[src/rtl/sha3_pad_scan_tx.sv]
// SHA3-256 scan-port feeder: pads a byte stream and emits 1088-bit rate blocks as eight 136-bit words.
// Optional macro PAD_KECCAK_LEGACY_EN selects the original Keccak pad byte 0x01 instead of 0x06.
module sha3_pad_scan_tx (
    input  logic         clk,
    input  logic         reset,
    input  logic         in_valid,
    input  logic [7:0]   in_data,
    input  logic         in_last,
    input  logic         in_keep,
    output logic         in_ready,
    input  logic         core_ready,
    output logic [135:0] scan_out,
    output logic         scan_valid,
    output logic         block_done,
    output logic         last_block,
    output logic         busy
);

    localparam int unsigned BYTES_PER_WORD = 17;
    localparam int unsigned WORD_W         = 136;
    localparam int unsigned IDX_W          = 5;
    localparam int unsigned WORD_IDX_W     = 3;
`ifdef PAD_KECCAK_LEGACY_EN
    localparam logic [7:0] DOMAIN_BYTE = 8'h01;
`else
    localparam logic [7:0] DOMAIN_BYTE = 8'h06;
`endif
    localparam logic [IDX_W-1:0]      LAST_BYTE = IDX_W'(BYTES_PER_WORD - 1);
    localparam logic [WORD_IDX_W-1:0] LAST_WORD = WORD_IDX_W'(7);

    typedef enum logic [1:0] {IDLE, FILL, PAD, WAIT_CORE} state_t;

    state_t                  state_q, state_n;
    logic [WORD_W-1:0]       asm_q, asm_n, asm_wr, pad_word;
    logic [IDX_W-1:0]        j_q, j_n;
    logic [WORD_IDX_W-1:0]   k_q, k_n;
    logic                    pad_first_q, pad_first_n;
    logic                    pad_pend_q, pad_pend_n;
    logic                    in_ready_q, in_ready_n;
    logic [WORD_W-1:0]       scan_out_q, scan_out_n;
    logic                    scan_valid_q, scan_valid_n;
    logic                    block_done_q, block_done_n;
    logic                    last_block_q, last_block_n;
    logic                    busy_q, busy_n;
    logic                    accept;

    assign accept = in_valid && in_ready_q;

    // Assembly register with the incoming byte dropped into slot j.
    always_comb begin
        asm_wr = asm_q;
        for (int i = 0; i < int'(BYTES_PER_WORD); i++) begin
            if (IDX_W'(i) == j_q) asm_wr[8*i +: 8] = in_data;
        end
    end

    // Word completed by padding: message bytes below j, domain byte at j on the first pad word, end bit on word 7.
    always_comb begin
        pad_word = '0;
        for (int i = 0; i < int'(BYTES_PER_WORD); i++) begin
            if (IDX_W'(i) < j_q)
                pad_word[8*i +: 8] = asm_q[8*i +: 8];
            else if (IDX_W'(i) == j_q && pad_first_q)
                pad_word[8*i +: 8] = DOMAIN_BYTE;
        end
        if (k_q == LAST_WORD) pad_word[WORD_W-1 -: 8] = pad_word[WORD_W-1 -: 8] | 8'h80;
    end

    always_comb begin
        state_n      = state_q;
        asm_n        = asm_q;
        j_n          = j_q;
        k_n          = k_q;
        pad_first_n  = pad_first_q;
        pad_pend_n   = pad_pend_q;
        scan_out_n   = scan_out_q;
        scan_valid_n = 1'b0;
        block_done_n = 1'b0;
        last_block_n = 1'b0;
        busy_n       = (block_done_q && last_block_q) ? 1'b0 : busy_q;

        case (state_q)
            IDLE, FILL: begin
                if (accept) begin
                    busy_n = 1'b1;
                    if (state_q == IDLE) pad_pend_n = 1'b0;
                    if (!in_keep) begin
                        // Empty tail: padding starts at the current byte position.
                        if (in_last) begin
                            state_n     = PAD;
                            pad_first_n = 1'b1;
                        end
                    end else if (j_q == LAST_BYTE) begin
                        scan_out_n   = asm_wr;
                        scan_valid_n = 1'b1;
                        asm_n        = '0;
                        j_n          = '0;
                        if (k_q == LAST_WORD) begin
                            block_done_n = 1'b1;
                            k_n          = '0;
                            pad_pend_n   = in_last;
                            state_n      = WAIT_CORE;
                        end else begin
                            k_n     = k_q + WORD_IDX_W'(1);
                            state_n = in_last ? PAD : FILL;
                            pad_first_n = in_last;
                        end
                    end else begin
                        asm_n       = asm_wr;
                        j_n         = j_q + IDX_W'(1);
                        state_n     = in_last ? PAD : FILL;
                        pad_first_n = in_last;
                    end
                end
            end
            PAD: begin
                scan_out_n   = pad_word;
                scan_valid_n = 1'b1;
                asm_n        = '0;
                j_n          = '0;
                pad_first_n  = 1'b0;
                if (k_q == LAST_WORD) begin
                    block_done_n = 1'b1;
                    last_block_n = 1'b1;
                    k_n          = '0;
                    pad_pend_n   = 1'b0;
                    state_n      = IDLE;
                end else begin
                    k_n = k_q + WORD_IDX_W'(1);
                end
            end
            WAIT_CORE: begin
                if (core_ready) begin
                    j_n = '0;
                    k_n = '0;
                    if (pad_pend_q) begin
                        state_n     = PAD;
                        pad_first_n = 1'b1;
                        pad_pend_n  = 1'b0;
                    end else begin
                        state_n = FILL;
                    end
                end
            end
            default: state_n = IDLE;
        endcase

        in_ready_n = (state_n == IDLE) || (state_n == FILL);
    end

    always_ff @(posedge clk) begin
        if (reset) begin
            state_q      <= IDLE;
            asm_q        <= '0;
            j_q          <= '0;
            k_q          <= '0;
            pad_first_q  <= 1'b0;
            pad_pend_q   <= 1'b0;
            in_ready_q   <= 1'b0;
            scan_out_q   <= '0;
            scan_valid_q <= 1'b0;
            block_done_q <= 1'b0;
            last_block_q <= 1'b0;
            busy_q       <= 1'b0;
        end else begin
            state_q      <= state_n;
            asm_q        <= asm_n;
            j_q          <= j_n;
            k_q          <= k_n;
            pad_first_q  <= pad_first_n;
            pad_pend_q   <= pad_pend_n;
            in_ready_q   <= in_ready_n;
            scan_out_q   <= scan_out_n;
            scan_valid_q <= scan_valid_n;
            block_done_q <= block_done_n;
            last_block_q <= last_block_n;
            busy_q       <= busy_n;
        end
    end

    assign in_ready   = in_ready_q;
    assign scan_out   = scan_out_q;
    assign scan_valid = scan_valid_q;
    assign block_done = block_done_q;
    assign last_block = last_block_q;
    assign busy       = busy_q;

endmodule

[config.mk]
export PLATFORM = sky130hd
export DESIGN_NAME = sha3_pad_scan_tx
export DESIGN_NICKNAME = d
export VERILOG_FILES = /design/src/rtl/sha3_pad_scan_tx.sv
export SDC_FILE = /design/constraint.sdc
export NUM_CORES = 1
export LEC_CHECK = 0
export BUFFER_PORTS_ARGS = -buffer_cell sky130_fd_sc_hd__buf_2
export CAP_MARGIN = 20
export CORE_UTILIZATION = 55
export DETAILED_ROUTE_END_ITERATION = 10
export GPL_ROUTABILITY_DRIVEN = 0
export PLACE_DENSITY = 0.75
export SYNTH_ARGS = -nofsm -noshare
export SYNTH_HDL_FRONTEND = slang
export SYNTH_SLANG_ARGS = --single-unit
[constraint.sdc]
create_clock -name clk -period 3.1 [get_ports clk]
set_input_delay 0.155 -clock clk [delete_from_list [all_inputs] [get_ports clk]]
set_output_delay 0.155 -clock clk [all_outputs]
set_load 0.005 [all_outputs]
# After elaboration in Yosys (flattened, before gate mapping)
# Index checks and enable logic that the tools add are counted.
[word_totals]
reg_bits = 289
in_bits = 14
out_inout_bits = 141
word_cells = 203
[op_classes]
n_addsub = 2
magnitude_cmp = 17
n_eq_ne = 30
mux = 109
n_bitwise = 1
reduce_logical = 32
[ops]
columns = ["operator", "n"]
rows = [
  ["$mux 136", 6],
  ["$pmux 136 s2", 2],
  ["$mux 8", 35],
  ["$mux 3", 22],
  ["$eq 4x5->1 const A", 8],
  ["$lt 4x5->1 const A", 8],
  ["$mux 1", 24],
  ["$eq 3x5->1 const A", 4],
  ["$lt 3x5->1 const A", 4],
  ["$mux 5", 4],
  ["$logic_and 1x1->1", 19],
  ["$mux 2", 9],
  ["$pmux 5 s3", 1],
  ["$ne 2x2->1 const B", 6],
  ["$eq 2x5->1 const A", 2],
  ["$lt 1x5->1 const A", 2],
  ["$lt 2x5->1 const A", 2],
  ["$pmux 3 s3", 1],
  ["$reduce_and 3->1", 3],
  ["$reduce_and 4->1", 2],
  ["$pmux 1 s3", 2],
  ["$pmux 2 s3", 1],
  ["$add 5x1->5 const B", 1],
  ["$eq 1x5->1 const A", 1],
  ["other kinds (17)", 22],
]

# Longest topological paths before layout
[logic_depth]
ltp_word = 8
ltp_mapped = 12
mapped_depth_nobuf = 6

# Worst setup path before layout
# OpenSTA, ideal clock, no wires.
[synth_timing]
path_kind = "flip-flop to flip-flop"
start = "reg j_q[1]"
end = "reg pad_first_q"
setup_time_ns = 0.070
t_arrival_ns = 2.488
t_required_ns = 3.030
setup_slack_ns = 0.542
path_stages_with_launch = 11
n_path_buf = 4
synth_period_minus_slack_ns = 2.558
path_cell_list = "dfxtp_1 -> buf_2 -> clkbuf_1 -> clkbuf_1 -> inv_1 -> ha_1 -> and4bb_4 -> buf_6 -> a311o_1 -> a211o_1 -> a21oi_1"
[synth_via]
elab_chain_len = 5
elab_cells_between_ends = 7
cone_classes = "eq/ne: 2; mux: 4; reduce/logical: 1"
[synth_rtl]
columns = ["element", "line", "source"]
rows = [
  ["start: declaration", "35", "logic [IDX_W-1:0] j_q, j_n;"],
  ["start signal: assignment", "168", "j_q <= j_n;"],
  ["$eq 5x5->1 (*)", "93", "end else if (j_q == LAST_BYTE) begin"],
  ["$mux 1", "93", ""],
  ["$mux 1", "87", "if (!in_keep) begin"],
  ["$mux 1", "84", "if (accept) begin"],
  ["$pmux 1 s3", "82", "case (state_q)"],
  ["end signal: assignment", "170", "pad_first_q <= pad_first_n;"],
  ["end: declaration", "37", "logic pad_first_q, pad_first_n;"],
]
# Every way passes the cells marked *; elsewhere a longest branch is shown, timed or not. The select of a mux whose other input is x is not followed.
# A chain may end at the register's enable or synchronous reset.

# Worst setup path in the final report
[layout_timing]
start = "reg j_q[0]"
end = "reg scan_out_q[49] (netlist: scan_out[49])"
[layout_via]
elab_chain_len = 6
elab_cells_between_ends = 13
cone_classes = "order compare: 1; eq/ne: 3; mux: 7; reduce/logical: 2"
[layout_rtl]
columns = ["element", "line", "source"]
rows = [
  ["$eq 3x5->1", "53, 63", ""],
  ["$mux 8", "53", "if (IDX_W'(i) == j_q) asm_wr[8*i +: 8] = in_data;"],
  ["$mux 136", "93", ""],
  ["$mux 136", "87", ""],
  ["$mux 136", "84", ""],
  ["$pmux 136 s2", "82", ""],
  ["end signal: assignment", "173", "scan_out_q <= scan_out_n;"],
  ["end: declaration", "40", "logic [WORD_W-1:0] scan_out_q, scan_out_n;"],
]
# Several ways; a longest one is shown, not always the timed one. The select of a mux whose other input is x is not followed.

==> run summary <==
The flow ran to the end, and the final reports show no timing, DRC or antenna violations. Transition time at the pin with the least slew margin: 1.090 ns. The initial antenna violation count was 0; the number of distinct library cells after synthesis was 83. The tools report the clock latency at the later pin of the worst-skew pair as 0.56 ns.

The analysis attributes to net switching a power of 2.039 mW. Buffers inserted during clock tree synthesis total 30. The total of warnings raised by yosys is 0, and the ratio of routed vias to standard cells is 6.315. The logs give 0.5610 for the effective utilization at floorplan and 385.8 MHz for the fmax. The number of global-route vias before repair is 11.29k. At the worst endpoint, the required time is 3.51 ns. The sequential fraction of design power was 0.476; the average size of a mapped cell was 8.468 um^2. The total power of the final layout was 8.119 mW. The first global-routing pass estimated 61.30 mm of wire. After routing, the total negative slack on setup checks comes to 0 ns. Setup repair after global routing left no endpoint under its margin. Static leakage power: 5.584 nW. The worst-case IR drop observed on VDD is 0.0003495 V. Classification of the worst setup path: reg2reg. STA classifies the critical path endpoint as a register. The number of port buffers was 154.

The sequential cell area fraction in the yosys report is 0.4394, and the final antenna-violating net count is 0. The mean routed wirelength per cell works out to 19.78 um. In this run, synthesis produced a sequential element count of 289. The startpoint class of the critical path is a register.

Synthesis produced a netlist whose cell count is 1,555. For the post-synth design cell area, the log shows 0.01317 mm^2. The largest fanout on the critical path is 22, and the internal power is 6.081 mW. The startpoint identified for the worst register-to-register timing path is j_q[0]$_SDFFE_PP0P_. The path class of the tightest hold or removal check is in2reg. The DRC violations left was 0; the proportion of synthesized flip-flops having asynchronous set or reset was 0. The number of synthesized flops with an enable pin was 0. The start point of the worst min-delay path was reset. The routed design could run at a clock period as short as 2.592 ns. The setup slack of the most critical reg-to-reg path was 0.51 ns; the count of cells along the worst register-to-register path was 7. TritonCTS built the clock tree. The tools report the root buffer cell as sky130_fd_sc_hd__clkbuf_16. The wire-length estimate of the detail-placed layout is 24.46 mm. The height of the die was 156.7 um; the clock slew seen by the registers of the worst setup and hold paths was 0.07 ns. Among all flip-flop cells after synthesis, the most frequent one is sky130_fd_sc_hd__dfxtp_1.

The worst relative slew slack came out at 0.2671. Across the routed clock network, the largest skew measured is 0.01669 ns. The tools report the maximum number of pins on one net before global-route repair as 139. Capture instance of the worst register-to-register path: scan_out[49]$_SDFFE_PP0P_. The max-cap violation count is 0.

Setup violations remaining at the end of the flow were counted as 0. The floorplan has 56 rows. The number of detailed-routing iterations run before antenna repair is 5, and the count of inserted antenna diode cells is 0. In this run the power density over the cells is 540.0 mW/mm^2. Sink of the worst hold path: asm_q[61]$_SDFFE_PP0P_.

The fraction of layout instances using a drive strength above 1 was 0.2041. The run gives 0 as the number of pins with negative max-slew slack in the final report. Global routing finished with a remaining overflow of 0. The final layout contains 1,661 nets. For this block, the initial DRC count from the detailed router was 1,131.

The clock network fraction of design power is 0.438, and the number of nets produced by synthesis is 1,575. The all-layer global routing usage was 0.3126; the total via count after detailed routing was 12.50k. The die covers 0.02456 mm^2.

The instance count along the most critical hold path was 2; the boundary pin count was 155. The logs give 3.01 ns for the arrival time at the worst endpoint and 0.086 for the combinational share of power. The fraction of the core area covered by cells at the end of the flow was 0.6406; the overall die width was 156.7 um.

The core box area is 0.02347 mm^2, and the final wirelength is 39.17 mm. The final hold violation count was 0. The post-route clock period utilization was 0.8362. The area growth from synthesis to layout is 14.19%.

Switching fraction of total power: 0.2511. The tree built by TritonCTS fans out to 289 sinks. The maximum buffer depth of the clock tree was 3. For the maximum level of the CTS H-tree, the log shows 1.
## worst max-delay path, cell delays in order, from the launching register on
cell and delay, ns:
sky130_fd_sc_hd__dfxtp_1 0.31, sky130_fd_sc_hd__inv_1 0.14, sky130_fd_sc_hd__ha_1 0.34, sky130_fd_sc_hd__and4bb_4 0.46
sky130_fd_sc_hd__buf_4 0.38, sky130_fd_sc_hd__nand2_1 0.43, sky130_fd_sc_hd__a21oi_1 0.30, sky130_fd_sc_hd__a2111oi_2 0.05
## power by group through the flow
stage | registers (mW) | clock network [mW] | logic [mW]
after floorplan | 3.94 | 0 | 0.429
after global placement | 3.95 | 0 | 0.673
after detailed placement | 3.95 | 0 | 0.682
after CTS | 3.87 | 3.57 | 0.688
after global routing | 3.87 | 3.72 | 0.753
final | 3.87 | 3.56 | 0.697
## cells in the mapped netlist, types with 5 or more instances
cell type	number	share of area
sky130_fd_sc_hd__nor4_1	6	0.0029
sky130_fd_sc_hd__nand4_1	6	0.0029
sky130_fd_sc_hd__a22oi_1	10	0.0057
sky130_fd_sc_hd__a221oi_1	14	0.0093
sky130_fd_sc_hd__and2_1	6	0.0029
sky130_fd_sc_hd__a21oi_1	199	0.076
sky130_fd_sc_hd__nor2_1	106	0.030
sky130_fd_sc_hd__a21o_1	33	0.019
sky130_fd_sc_hd__buf_6	8	0.0068
sky130_fd_sc_hd__o21ai_0	144	0.055
sky130_fd_sc_hd__a2111oi_0	5	0.0033
sky130_fd_sc_hd__nand3_1	82	0.031
sky130_fd_sc_hd__nor3_2	8	0.0061
sky130_fd_sc_hd__a2bb2oi_1	6	0.0040
sky130_fd_sc_hd__nor2b_1	5	0.0024
sky130_fd_sc_hd__clkbuf_1	74	0.021
sky130_fd_sc_hd__a21boi_0	8	0.0046
sky130_fd_sc_hd__o221a_2	21	0.018
sky130_fd_sc_hd__a22o_1	27	0.018
sky130_fd_sc_hd__nor3_1	22	0.0084
sky130_fd_sc_hd__a211oi_1	42	0.024
sky130_fd_sc_hd__inv_1	15	0.0043
sky130_fd_sc_hd__o41ai_1	8	0.0053
sky130_fd_sc_hd__dfxtp_1	289	0.44
sky130_fd_sc_hd__nand2_1	177	0.050
sky130_fd_sc_hd__mux2i_1	7	0.0053
sky130_fd_sc_hd__o22ai_1	6	0.0029
sky130_fd_sc_hd__buf_2	54	0.021
sky130_fd_sc_hd__mux2_2	16	0.014
sky130_fd_sc_hd__a32o_1	5	0.0038
sky130_fd_sc_hd__ha_1	6	0.0057
sky130_fd_sc_hd__a31oi_1	5	0.0024
sky130_fd_sc_hd__nor4_2	6	0.0057
sky130_fd_sc_hd__a311oi_1	14	0.0093
sky130_fd_sc_hd__and3_1	18	0.0086
sky130_fd_sc_hd__buf_4	11	0.0063
## stage by stage
stage	cells	hold WS (ns)	cell area, um^2	worst slack (ns)
3_3_place_gp	1925	0.4381	14040	0.6943
4_1_cts	1980	0.003155	15040	0.5729
5_1_grt	1980	0.04978	15040	0.3289
3_5_place_dp	1925	0.4449	14040	0.6044
2_1_floorplan	1555	0.3052	13170	0.5420
6_report	1980	0.01385	15040	0.5078
## worst max path at each step
stage	start	endpoint	slack (ns)	cells past startpoint
6_report	j_q[0]$_SDFFE_PP0P_	scan_out[49]$_SDFFE_PP0P_	0.51	7
5_1_grt	j_q[0]$_SDFFE_PP0P_	scan_out[50]$_SDFFE_PP0P_	0.33	7
4_1_cts	j_q[0]$_SDFFE_PP0P_	scan_out[49]$_SDFFE_PP0P_	0.57	7
3_5_place_dp	j_q[0]$_SDFFE_PP0P_	scan_out[49]$_SDFFE_PP0P_	0.60	7
3_3_place_gp	register	scan_out[113]$_SDFFE_PP0P_	0.69	5
2_1_floorplan	j_q[1]$_SDFFE_PP0P_	pad_first_q$_SDFFE_PP0P_	0.54	10
## cell type report
cell class,instances,area [um^2]
Timing Repair Buffer,205,1205
Inverter,16,60.06
Sequential cell,289,5786
Clock inverter,8,82.58
Fill cell,2024,8437
Clock buffer,44,883.3
Multi-Input combinational cell,1099,6620
Tap cell,319,399.1
## metal layers
| metal | part of all wire | GRT usage | vias to the layer above |
|---|---|---|---|
| met1 | 0.43 | 0.4406 | 5992 |
| met3 | 0.088 | 0.04680 | 82 |
| met5 | 0 | 0 | - |
| met4 | 0.031 | 0.1148 | 0 |
| li1 | - | - | 5839 |
| met2 | 0.45 | 0.4813 | 591 |
## timing repair
action | 4_1_cts | 5_1_grt
hold buffers | 3 | 0
setup buffers | 0 | 0
hold endpoints to repair | 6 | 0
gates resized for setup | 0 | 0
## state kept, by name, summed over array words and instances, names as in the netlist, named ones only
register	cells
j_q	5
in_ready	1
scan_out	136
block_done	1
last_block	1
state_q	1
k_q	3
asm_q	136
pad_pend_q	1
pad_first_q	1
scan_valid	1
busy	1
## layout by cell type, fill, tap and decap left out, types with 7 or more instances in the layout
cell,n
sky130_fd_sc_hd__nor2_1,106
sky130_fd_sc_hd__a221oi_1,14
sky130_fd_sc_hd__o221a_2,21
sky130_fd_sc_hd__a311oi_1,14
sky130_fd_sc_hd__a21boi_0,8
sky130_fd_sc_hd__o21ai_0,144
sky130_fd_sc_hd__mux2i_1,7
sky130_fd_sc_hd__clkbuf_16,30
sky130_fd_sc_hd__nand2_1,177
sky130_fd_sc_hd__a22oi_1,10
sky130_fd_sc_hd__a21o_1,33
sky130_fd_sc_hd__buf_2,153
sky130_fd_sc_hd__inv_1,15
sky130_fd_sc_hd__nor3_2,9
sky130_fd_sc_hd__nor3_1,21
sky130_fd_sc_hd__mux2_2,16
sky130_fd_sc_hd__dfxtp_1,289
sky130_fd_sc_hd__buf_4,45
sky130_fd_sc_hd__a211oi_1,42
sky130_fd_sc_hd__nand3_1,82
sky130_fd_sc_hd__and3_1,18
sky130_fd_sc_hd__a22o_1,27
sky130_fd_sc_hd__clkbuf_8,8
sky130_fd_sc_hd__o41ai_1,8
sky130_fd_sc_hd__a21oi_1,199
## cells by family after synthesis
logic type	after synthesis	synth area share
buffers and inverters	167	0.06043
multiplexers	23	0.01900
flip-flops	289	0.4394
XOR/XNOR	3	0.001996
AO/OA/AOI/OAI	581	0.2853
AND/OR/NAND/NOR	486	0.1881
adder cells (fa/ha/maj)	6	0.005701
(Power assumes the default switching activity.)
